### src/rtl/ser2par_pkg.sv
// ============================================================================
//  Module   : ser2par_pkg
//  Purpose  : Shared types and constants for the ser2par receiver slice.
//  Revision : 1.0  initial release
// ============================================================================
`default_nettype none

package ser2par_pkg;

    localparam int SER_WIDTH = 8;

    typedef enum logic [2:0] {
        IDLE  = 3'd0,
        START = 3'd1,
        DATA  = 3'd2,
        STOP  = 3'd3,
        BREAK = 3'd4
    } rx_state_t;

endpackage

`default_nettype wire

### src/rtl/ser2par_baud_cnt.sv
// ============================================================================
//  Module   : ser2par_baud_cnt
//  Purpose  : Loadable down-counter; tick flags a count of zero.
//  Revision : 1.0  initial release
// ============================================================================
`default_nettype none

module ser2par_baud_cnt #(
    parameter int CNT_W = 10
) (
    input  logic             Clk,
    input  logic             RstB,
    input  logic             load,
    input  logic [CNT_W-1:0] load_val,
    output logic             tick
);

    logic [CNT_W-1:0] r_count;

    // Holds at zero while the FSM is not timing anything.
    always_ff @(posedge Clk or negedge RstB) begin
        if (!RstB) begin
            r_count <= '0;
        end else if (load) begin
            r_count <= load_val;
        end else if (r_count != '0) begin
            r_count <= r_count - CNT_W'(1);
        end
    end

    assign tick = (r_count == '0);

endmodule

`default_nettype wire

### src/rtl/ser2par_rx_ctrl.sv
// ============================================================================
//  Module   : ser2par_rx_ctrl
//  Purpose  : 8N1 receive sequencer driving the ser2par shifter, with a
//             valid/ready output stage and framing/overrun flags.
//  Revision : 1.0  initial release
// ============================================================================
`default_nettype none

module ser2par_rx_ctrl
    import ser2par_pkg::*;
#(
    parameter int ClkPerBit = 868,
    parameter int BitLen    = 8
) (
    input  logic                 Clk,
    input  logic                 RstB,
    input  logic                 RxLine,
    output logic                 ShDataOut,
    output logic                 ShEnOut,
    input  logic [SER_WIDTH-1:0] ShParIn,
    output logic [SER_WIDTH-1:0] RxData,
    output logic                 RxValid,
    input  logic                 RxReady,
    output logic                 FrameErr,
    output logic                 OverrunErr
);

    localparam int CNT_W = $clog2(ClkPerBit);
    localparam int BIT_W = $clog2(BitLen + 1);

    localparam logic [CNT_W-1:0] c_half_load = CNT_W'(ClkPerBit / 2 - 1);
    localparam logic [CNT_W-1:0] c_full_load = CNT_W'(ClkPerBit - 1);
    localparam logic [BIT_W-1:0] c_last_bit  = BIT_W'(BitLen - 1);

    rx_state_t        r_state;
    logic [1:0]       r_sync;
    logic [BIT_W-1:0] r_bit_cnt;
    logic             w_line;
    logic             w_tick;
    logic             w_load;
    logic [CNT_W-1:0] w_load_val;

    always_ff @(posedge Clk or negedge RstB) begin
        if (!RstB) begin
            r_sync <= 2'b11;
        end else begin
            r_sync <= {r_sync[0], RxLine};
        end
    end

    assign w_line = r_sync[1];

    // Counter reloads coincide with the FSM transitions below.
    always_comb begin
        w_load     = 1'b0;
        w_load_val = c_full_load;
        case (r_state)
            IDLE: begin
                if (!w_line) begin
                    w_load     = 1'b1;
                    w_load_val = c_half_load;
                end
            end
            START:   w_load = w_tick && !w_line;
            DATA:    w_load = w_tick;
            default: w_load = 1'b0;
        endcase
    end

    ser2par_baud_cnt #(
        .CNT_W (CNT_W)
    ) u_baud_cnt (
        .Clk      (Clk),
        .RstB     (RstB),
        .load     (w_load),
        .load_val (w_load_val),
        .tick     (w_tick)
    );

    always_ff @(posedge Clk or negedge RstB) begin
        if (!RstB) begin
            r_state    <= IDLE;
            r_bit_cnt  <= '0;
            ShDataOut  <= 1'b0;
            ShEnOut    <= 1'b0;
            RxData     <= '0;
            RxValid    <= 1'b0;
            FrameErr   <= 1'b0;
            OverrunErr <= 1'b0;
        end else begin
            ShEnOut    <= 1'b0;
            ShDataOut  <= 1'b0;
            FrameErr   <= 1'b0;
            OverrunErr <= 1'b0;
            if (RxValid && RxReady) begin
                RxValid <= 1'b0;
            end
            case (r_state)
                IDLE: begin
                    if (!w_line) begin
                        r_state <= START;
                    end
                end
                START: begin
                    if (w_tick) begin
                        if (!w_line) begin
                            r_state   <= DATA;
                            r_bit_cnt <= '0;
                        end else begin
                            r_state <= IDLE;
                        end
                    end
                end
                DATA: begin
                    if (w_tick) begin
                        ShEnOut   <= 1'b1;
                        ShDataOut <= w_line;
                        r_bit_cnt <= r_bit_cnt + BIT_W'(1);
                        if (r_bit_cnt == c_last_bit) begin
                            r_state <= STOP;
                        end
                    end
                end
                STOP: begin
                    if (w_tick) begin
                        if (w_line) begin
                            // A same-cycle accept frees the slot for the new byte.
                            if (!RxValid || RxReady) begin
                                RxData  <= ShParIn;
                                RxValid <= 1'b1;
                            end else begin
                                OverrunErr <= 1'b1;
                            end
                            r_state <= IDLE;
                        end else begin
                            FrameErr <= 1'b1;
                            r_state  <= BREAK;
                        end
                    end
                end
                BREAK: begin
                    if (w_line) begin
                        r_state <= IDLE;
                    end
                end
                default: r_state <= IDLE;
            endcase
        end
    end

endmodule

`default_nettype wire
### config.mk
export PLATFORM = sky130hd
export DESIGN_NAME = ser2par_rx_ctrl
export DESIGN_NICKNAME = d
export VERILOG_FILES = /design/src/rtl/ser2par_pkg.sv /design/src/rtl/ser2par_baud_cnt.sv /design/src/rtl/ser2par_rx_ctrl.sv
export SDC_FILE = /design/constraint.sdc
export NUM_CORES = 1
export LEC_CHECK = 0
export BUFFER_PORTS_ARGS = -buffer_cell sky130_fd_sc_hd__buf_2
export CAP_MARGIN = 40
export CORE_ASPECT_RATIO = 1.75
export CORE_UTILIZATION = 45
export CTS_BUF_LIST = sky130_fd_sc_hd__clkbuf_2 sky130_fd_sc_hd__clkbuf_4 sky130_fd_sc_hd__clkbuf_8
export CTS_CLUSTER_SIZE = 30
export DETAILED_ROUTE_END_ITERATION = 8
export GPL_TIMING_DRIVEN = 0
export PLACE_DENSITY = 0.66
export SYNTH_ARGS = -nofsm -noshare
export SYNTH_HDL_FRONTEND = slang
export SYNTH_HIERARCHICAL = 1
export SYNTH_SLANG_ARGS = --single-unit
### constraint.sdc
create_clock -name Clk -period 3.2 [get_ports Clk]
set_input_delay 0.32 -clock Clk [delete_from_list [all_inputs] [get_ports Clk]]
set_output_delay 0.32 -clock Clk [all_outputs]
set_load 0.02 [all_outputs]
==> impl_metrics.csv, run 1 <==
group,metric,value,unit
worst_setup_path,path_cells,"nor4_4 > nand3_1 > inv_1 > buf_4 > and2_0 > o21ai_0 > a21oi_1 > clkbuf_1 > inv_1 > clkbuf_1 > a211oi_1",
timing,rsz0062_at_grt,"no",
timing,final-setup-viol-count,0,
die,coreArea,3210,um^2
die,die_h,79.6,um
yosys,syn-cell-area,1550,um^2
power,seqPwrFrac,48.9,%
worst_setup_path,worst_setup_path_end_kind,"register",
worst_setup_path,cp_max_fo,10,
timing,fin_crit_sh,86.4,%
drt,drt_iter0_drc,18,
die,pin_count,25,
worst_setup_path,max_stage_delay,450,ps
final_layout,n_fill_cell,287,
timing,post-route-min-period,2770,ps
power,sw_frac_of_total,31.7,%
clock_network,cts_resized,0,
final_layout,fin_cells,221,
power,switching_power,0.359,mW
final_layout,final_common_cell,"dfrtp_1",
clock_network,cts_root_buffer,"clkbuf_8",
timing,final.setup.tns,0,ps
timing,maxSlewHeadroom,54.0,%
final_layout,final_area,1830,um^2
drt,avgRoutedWirePerCell,13.2,um
timing,holdWs,79.7,ps
grt,grt_pass1_vias,1180,
clock_network,cts_buffers,5,
final_layout,utilization,56.9,%
power,p_leak,0.927,nW
power,clkPwrFrac,27.8,%
worst_setup_path,critPathKind,"reg -> reg",
placement,dp.cells,213,
yosys,synth_cell_types,39,
clock_network,clock_path_buffers,2,
timing,tightest_slew,690,ps
placement,dpl.hpwl,2.15,mm
grt,grt.total_usage,19.0,%
drt,antenna_left,0,
yosys,synthCells,143,
final_layout,antenna_cells,0,
clock_network,cts_tree,"built",
clock_network,cts_sinks,32,
die,fp.dieW,46.3,um
placement,place_area,1730,um^2
timing,skew,4.01,ps
run,maxCapViolCount,0,
grt,overflow,0,
yosys,ys_seq_area_share,51.9,%
die,dieArea,3690,um^2
worst_setup_path,critPathArrivalTime,2950,ps
worst_setup_path,cp_slowest_cell,"dfrtp_1",
power,max-vdd-ir-drop,0.392,mV
placement,io_buffers,24,
timing,final_hold_viol_count,0,
yosys,synth_warnings,6,
timing,maxClockFrequency,0.362,GHz
yosys,ys_ff_latch,32,
die,start_util,48.2,%
final_layout,syn_to_final_growth,17.9,%
status,run_status,"completed",
drt,drtPass1Iterations,4,
final_layout,nNetsFinal,191,
min_path,holdCritPathClass,"in -> async",
drt,wl,2.91,mm
die,row_count,27,
placement,gp_congestion,0.793,
drt,drcViolationCount,0,
yosys,postSynthAreaPerCell,10.8,um^2
clock_network,clk_pin_slew,60,ps
worst_setup_path,cp.required,3390,ps
drt,via_per_inst,5.10,
grt,grt_pass1_wl,4.98,mm
power,p_per_area,622,nW/um^2
final_layout,layout_common_cells,"dfrtp_1 (30), buf_2 (24), nor2_1 (17)",
clock_network,clk_latency,280,ps
grt,grt_max_degree,33,
clock_network,post_cts_buffers,0,
power,p_comb_share,23.4,%
worst_setup_path,cp-start-kind,"register",
timing,drv_slew,0,
clock_network,hold_buffers,0,
final_layout,drive_above_1_share,29.2,%
drt,vias,1128,
clock_network,h-tree-depth,2,
grt,antenna_found_initial,0,
power,internal_power,0.775,mW
cell type report:
type / instances / area [um^2] / share of cell area [%]
sequential: 32 / 803 / 44.0
multi-input combinational: 102 / 699 / 38.3
timing repair buffer: 24 / 120 / 6.58
clock buffer: 6 / 82.6 / 4.52
tap: 43 / 53.8 / 2.95
clock inverter: 2 / 10.0 / 0.548
buffer: 5 / 30.0 / 1.64
inverter: 7 / 26.3 / 1.44
power by group through the flow:
stage / Clock (mW) / Sequential [mW] / Combinational, mW
finish: 0.315 / 0.554 / 0.265
detailed placement: 0 / 0.561 / 0.264
floorplan: 0 / 0.547 / 0.207
global route: 0.341 / 0.566 / 0.306
CTS: 0.327 / 0.554 / 0.267
global placement: 0 / 0.557 / 0.251
path summary, 6_finish.rpt:
check	startpoint	endpoint	slack [ps]	cells after the start
setup / recovery	u_baud_cnt/r_count[3]	u_baud_cnt/r_count[5]	430	11
hold / removal	RstB	u_baud_cnt/r_count[2]	80	1
setup reg to reg	u_baud_cnt/r_count[3]	u_baud_cnt/r_count[5]	430	11
hold reg to reg	r_sync[0]	r_sync[1]	360	0
max in group asynchronous	RstB	r_bit_cnt[0]	2680	1
min in group Clk	RxLine	r_sync[0]	130	1
layer usage:
metal,GRT usage (%),up-vias,part of all wire (%)
met5,0,-,0
met4,10.0,0,2.5
met3,4.75,6,3.3
met2,33.6,25,57
met1,18.9,545,37
li1,-,552,-
registers in the layout (all words and copies together), names as in the netlist:
register            flops
FrameErr                1
OverrunErr              1
RxData                  8
RxValid                 1
ShDataOut               1
ShEnOut                 1
r_bit_cnt               4
r_state                 3
r_sync                  2
u_baud_cnt/r_count     10
stage by stage:
| stage | total power, mW | setup slack [ps] |
|---|---|---|
| 6_report | 1.13 | 435 |
| 5_1_grt | 1.21 | 27.0 |
| 4_1_cts | 1.15 | 385 |
| 3_5_place_dp | 0.825 | 430 |
| 3_3_place_gp | 0.809 | 471 |
| 2_1_floorplan | 0.754 | 857 |
cells by family (layout without fill, tap and decap cells):
logic type | Yosys count | after routing | share of synthesized area, %
buffers and inverters | 12 | 44 | 3.64
DFF | 32 | 32 | 51.9
AOI/OAI and AO/OA | 20 | 20 | 8.65
xor gates and xnor gates | 7 | 7 | 3.96
muxes | 15 | 15 | 10.4
and+or+nand+nor | 53 | 53 | 19.3
other | 2 | 5 | 0.485
adders and majority gates | 2 | 2 | 1.62
Yosys cell counts:
cell type / number / area [um^2]
or2b_1: 1 / 7.51
nor2b_1: 3 / 18.8
nor2_2: 1 / 6.26
conb_1: 2 / 7.51
nor2_1: 17 / 63.8
and2_0: 1 / 6.26
nor3_1: 3 / 15.0
nor3b_2: 1 / 12.5
o211a_1: 1 / 10.0
and2_1: 1 / 6.26
nand2b_1: 1 / 6.26
nor4_1: 2 / 12.5
nand3b_2: 1 / 11.3
o31ai_1: 1 / 7.51
a211oi_1: 2 / 15.0
mux2_2: 9 / 101
a31oi_1: 1 / 6.26
mux2i_1: 6 / 60.1
o311a_1: 1 / 10.0
inv_1: 7 / 26.3
nand4_1: 1 / 6.26
ha_1: 2 / 25.0
dfrtp_1: 30 / 751
nand3_1: 4 / 20.0
nand4b_1: 1 / 8.76
a211o_1: 1 / 8.76
dfstp_2: 2 / 52.6
and4b_4: 1 / 13.8
xnor2_1: 4 / 35.0
nor4_4: 1 / 21.3
clkbuf_1: 2 / 7.51
o2bb2ai_1: 1 / 8.76
o21ai_0: 3 / 15.0
buf_4: 3 / 22.5
a21oi_1: 7 / 35.0
nand2_1: 12 / 45.0
a22o_1: 2 / 17.5
nand3_4: 1 / 17.5
xor2_1: 3 / 26.3
worst max-delay path, delay by kind of cell (launching register included):
kind                   cells  cell delay, ps
buffers and inverters      5             960
and+or+nand+nor            3             800
AOI/OAI and AO/OA          3             460
DFF                        1             450
(Power assumes the default switching activity.)
==> inputs of run 2 (changes only) <==
Settings changed: PLACE_DENSITY 0.66 to not set, PLACE_DENSITY_LB_ADDON set to 0.08, REMOVE_ABC_BUFFERS set to 1.
==> impl_metrics.csv, run 2 (same netlist as run 1, synthesis figures left out) <==
group,metric,value,unit
final_layout,final_common_cell,"dfrtp_1",
timing,final_hold_viol_count,0,
die,row_count,27,
timing,maxClockFrequency,0.369,GHz
worst_setup_path,cp-start-kind,"register",
clock_network,cts_sinks,32,
die,die_h,79.6,um
placement,gp_congestion,0.802,
worst_setup_path,path_cells,"nor4_4 > nand3_1 > inv_1 > and2_0 > o21ai_0 > a21oi_2 > inv_1 > mux2_2",
power,p_per_area,667,nW/um^2
worst_setup_path,worst_setup_path_end_kind,"register",
die,fp.dieW,46.3,um
die,start_util,48.2,%
worst_setup_path,crit_buf_inv,2,
timing,maxSlewHeadroom,53.4,%
worst_setup_path,cp_slowest_cell,"dfrtp_1",
run,maxCapViolCount,0,
timing,tightest_slew,700,ps
final_layout,largest_reg_flops,10,
die,coreArea,3210,um^2
final_layout,utilization,57.1,%
worst_setup_path,cp.required,3370,ps
worst_setup_path,critPathArrivalTime,2880,ps
drt,drt_iter0_drc,17,
timing,fin_crit_sh,84.6,%
timing,post-route-min-period,2710,ps
drt,via_per_inst,4.93,
status,run_status,"completed",
grt,grt-busiest-layer,"met2",
drt,wl,2.81,mm
clock_network,clk_pin_slew,70,ps
worst_setup_path,path_delay_family,"simple AND/OR/NAND/NOR gates",
timing,final.setup.tns,0,ps
grt,overflow,0,
grt,use_met2,31.8,%
worst_setup_path,max_stage_delay,460,ps
clock_network,clk_latency,280,ps
die,dieArea,3690,um^2
grt,grt_pass1_wl,4.66,mm
final_layout,antenna_cells,0,
drt,avgRoutedWirePerCell,13.0,um
final_layout,layout_common_cells,"dfrtp_1 (30), buf_2 (24), nor2_1 (17)",
final_layout,syn_to_final_growth,18.4,%
grt,antenna_found_initial,0,
timing,skew,5.14,ps
clock_network,cts_buffers,5,
worst_setup_path,critPathKind,"reg -> reg",
die,pin_count,25,
clock_network,clock_path_buffers,2,
grt,grtUsageMet3,5.20,%
power,max-vdd-ir-drop,0.399,mV
grt,grtUsageMet1,16.8,%
final_layout,regMostFlops,"u_baud_cnt/r_count",
timing,final-setup-viol-count,0,
timing,drv_slew,0,
drt,vias,1065,
drt,drtPass1Iterations,4,
power,p_leak,0.923,nW
clock_network,cts_root_buffer,"clkbuf_8",
final_layout,drive_above_1_share,28.9,%
clock_network,cts_tree,"built",
worst_setup_path,cp_max_fo,12,
final_layout,nNetsFinal,186,
worst_setup_path,cpMostUsedCell,"inv_1",
grt,grt_pass1_vias,1109,
clock_network,h-tree-depth,2,
timing,rsz0062_at_grt,"no",
grt,grt_max_degree,33,
final_layout,top_regs,"u_baud_cnt/r_count x10, RxData x8, r_bit_cnt x4",
grt,grt.total_usage,17.9,%
placement,dpl.hpwl,2.11,mm
drt,antenna_left,0,
placement,io_buffers,24,
min_path,holdCritPathClass,"in -> async",
drt,drcViolationCount,0,
-- run 2: cell count changes in the layout (fill, tap and decap cells not counted) --
cell and change:
clkbuf_1 -2, bufinv_16 +1, a21oi_1 -1, a21oi_2 +1, clkinv_2 -2, buf_4 -3
clkbuf_8 +1
-- run 2: final cells by class --
type                       instances  area (um^2)
fill                             279         1380
sequential                        32          803
multi-input combinational        102          703
timing repair buffer              24          120
clock buffer                       7         96.3
tap                               43         53.8
clock inverter                     1         30.0
inverter                           7         26.3
-- run 2: final timing paths --
check | end | cells past startpoint | slack (ps) | from
worst max-delay path | u_baud_cnt/r_count[1] | 8 | 490 | u_baud_cnt/r_count[3]
worst min-delay path | u_baud_cnt/r_count[9] | 1 | 80 | RstB
worst min register to register | r_sync[1] | 0 | 360 | r_sync[0]
worst max register to register | u_baud_cnt/r_count[1] | 8 | 490 | u_baud_cnt/r_count[3]
min in group Clk | r_sync[0] | 1 | 140 | RxLine
max in group asynchronous | u_baud_cnt/r_count[3] | 1 | 2660 | RstB
-- run 2: worst reg2reg max path, stage by stage, from the launching register on --
cell and delay (ps):
dfrtp_1 460, nor4_4 390, nand3_1 270, inv_1 290, and2_0 170, o21ai_0 100
a21oi_2 330, inv_1 270, mux2_2 330
-- run 2: routing by layer --
layer	part of all wire, %	vias to the layer above
li1	-	540
met1	38	495
met2	56	24
met3	3.3	6
met5	0	-
met4	2.8	0
-- run 2: per-stage QoR --
step	instance area (um^2)	instances	setup slack (ps)	hold WS [ps]	total power, mW
after floorplan	1530	141	737	24.4	0.748
after global placement	1700	208	299	350	0.800
after detailed placement	1700	208	291	349	0.817
after CTS	1830	216	274	109	1.24
after global routing	1830	216	233	127	1.30
final	1830	216	492	82.2	1.22
-- run 2: what timing repair did --
item	in CTS	in global routing
endpoints found under the setup margin	0	1
gates resized for setup	0	1
hold buffers	0	0
buffers inserted	0	0
-- run 2: power breakdown --
part | switching, mW | internal (mW) | leakage, nW
Sequential | 0.0886 | 0.476 | 0.414
Combinational | 0.120 | 0.123 | 0.445
Clock | 0.141 | 0.274 | 0.0645
Total | 0.349 | 0.873 | 0.923
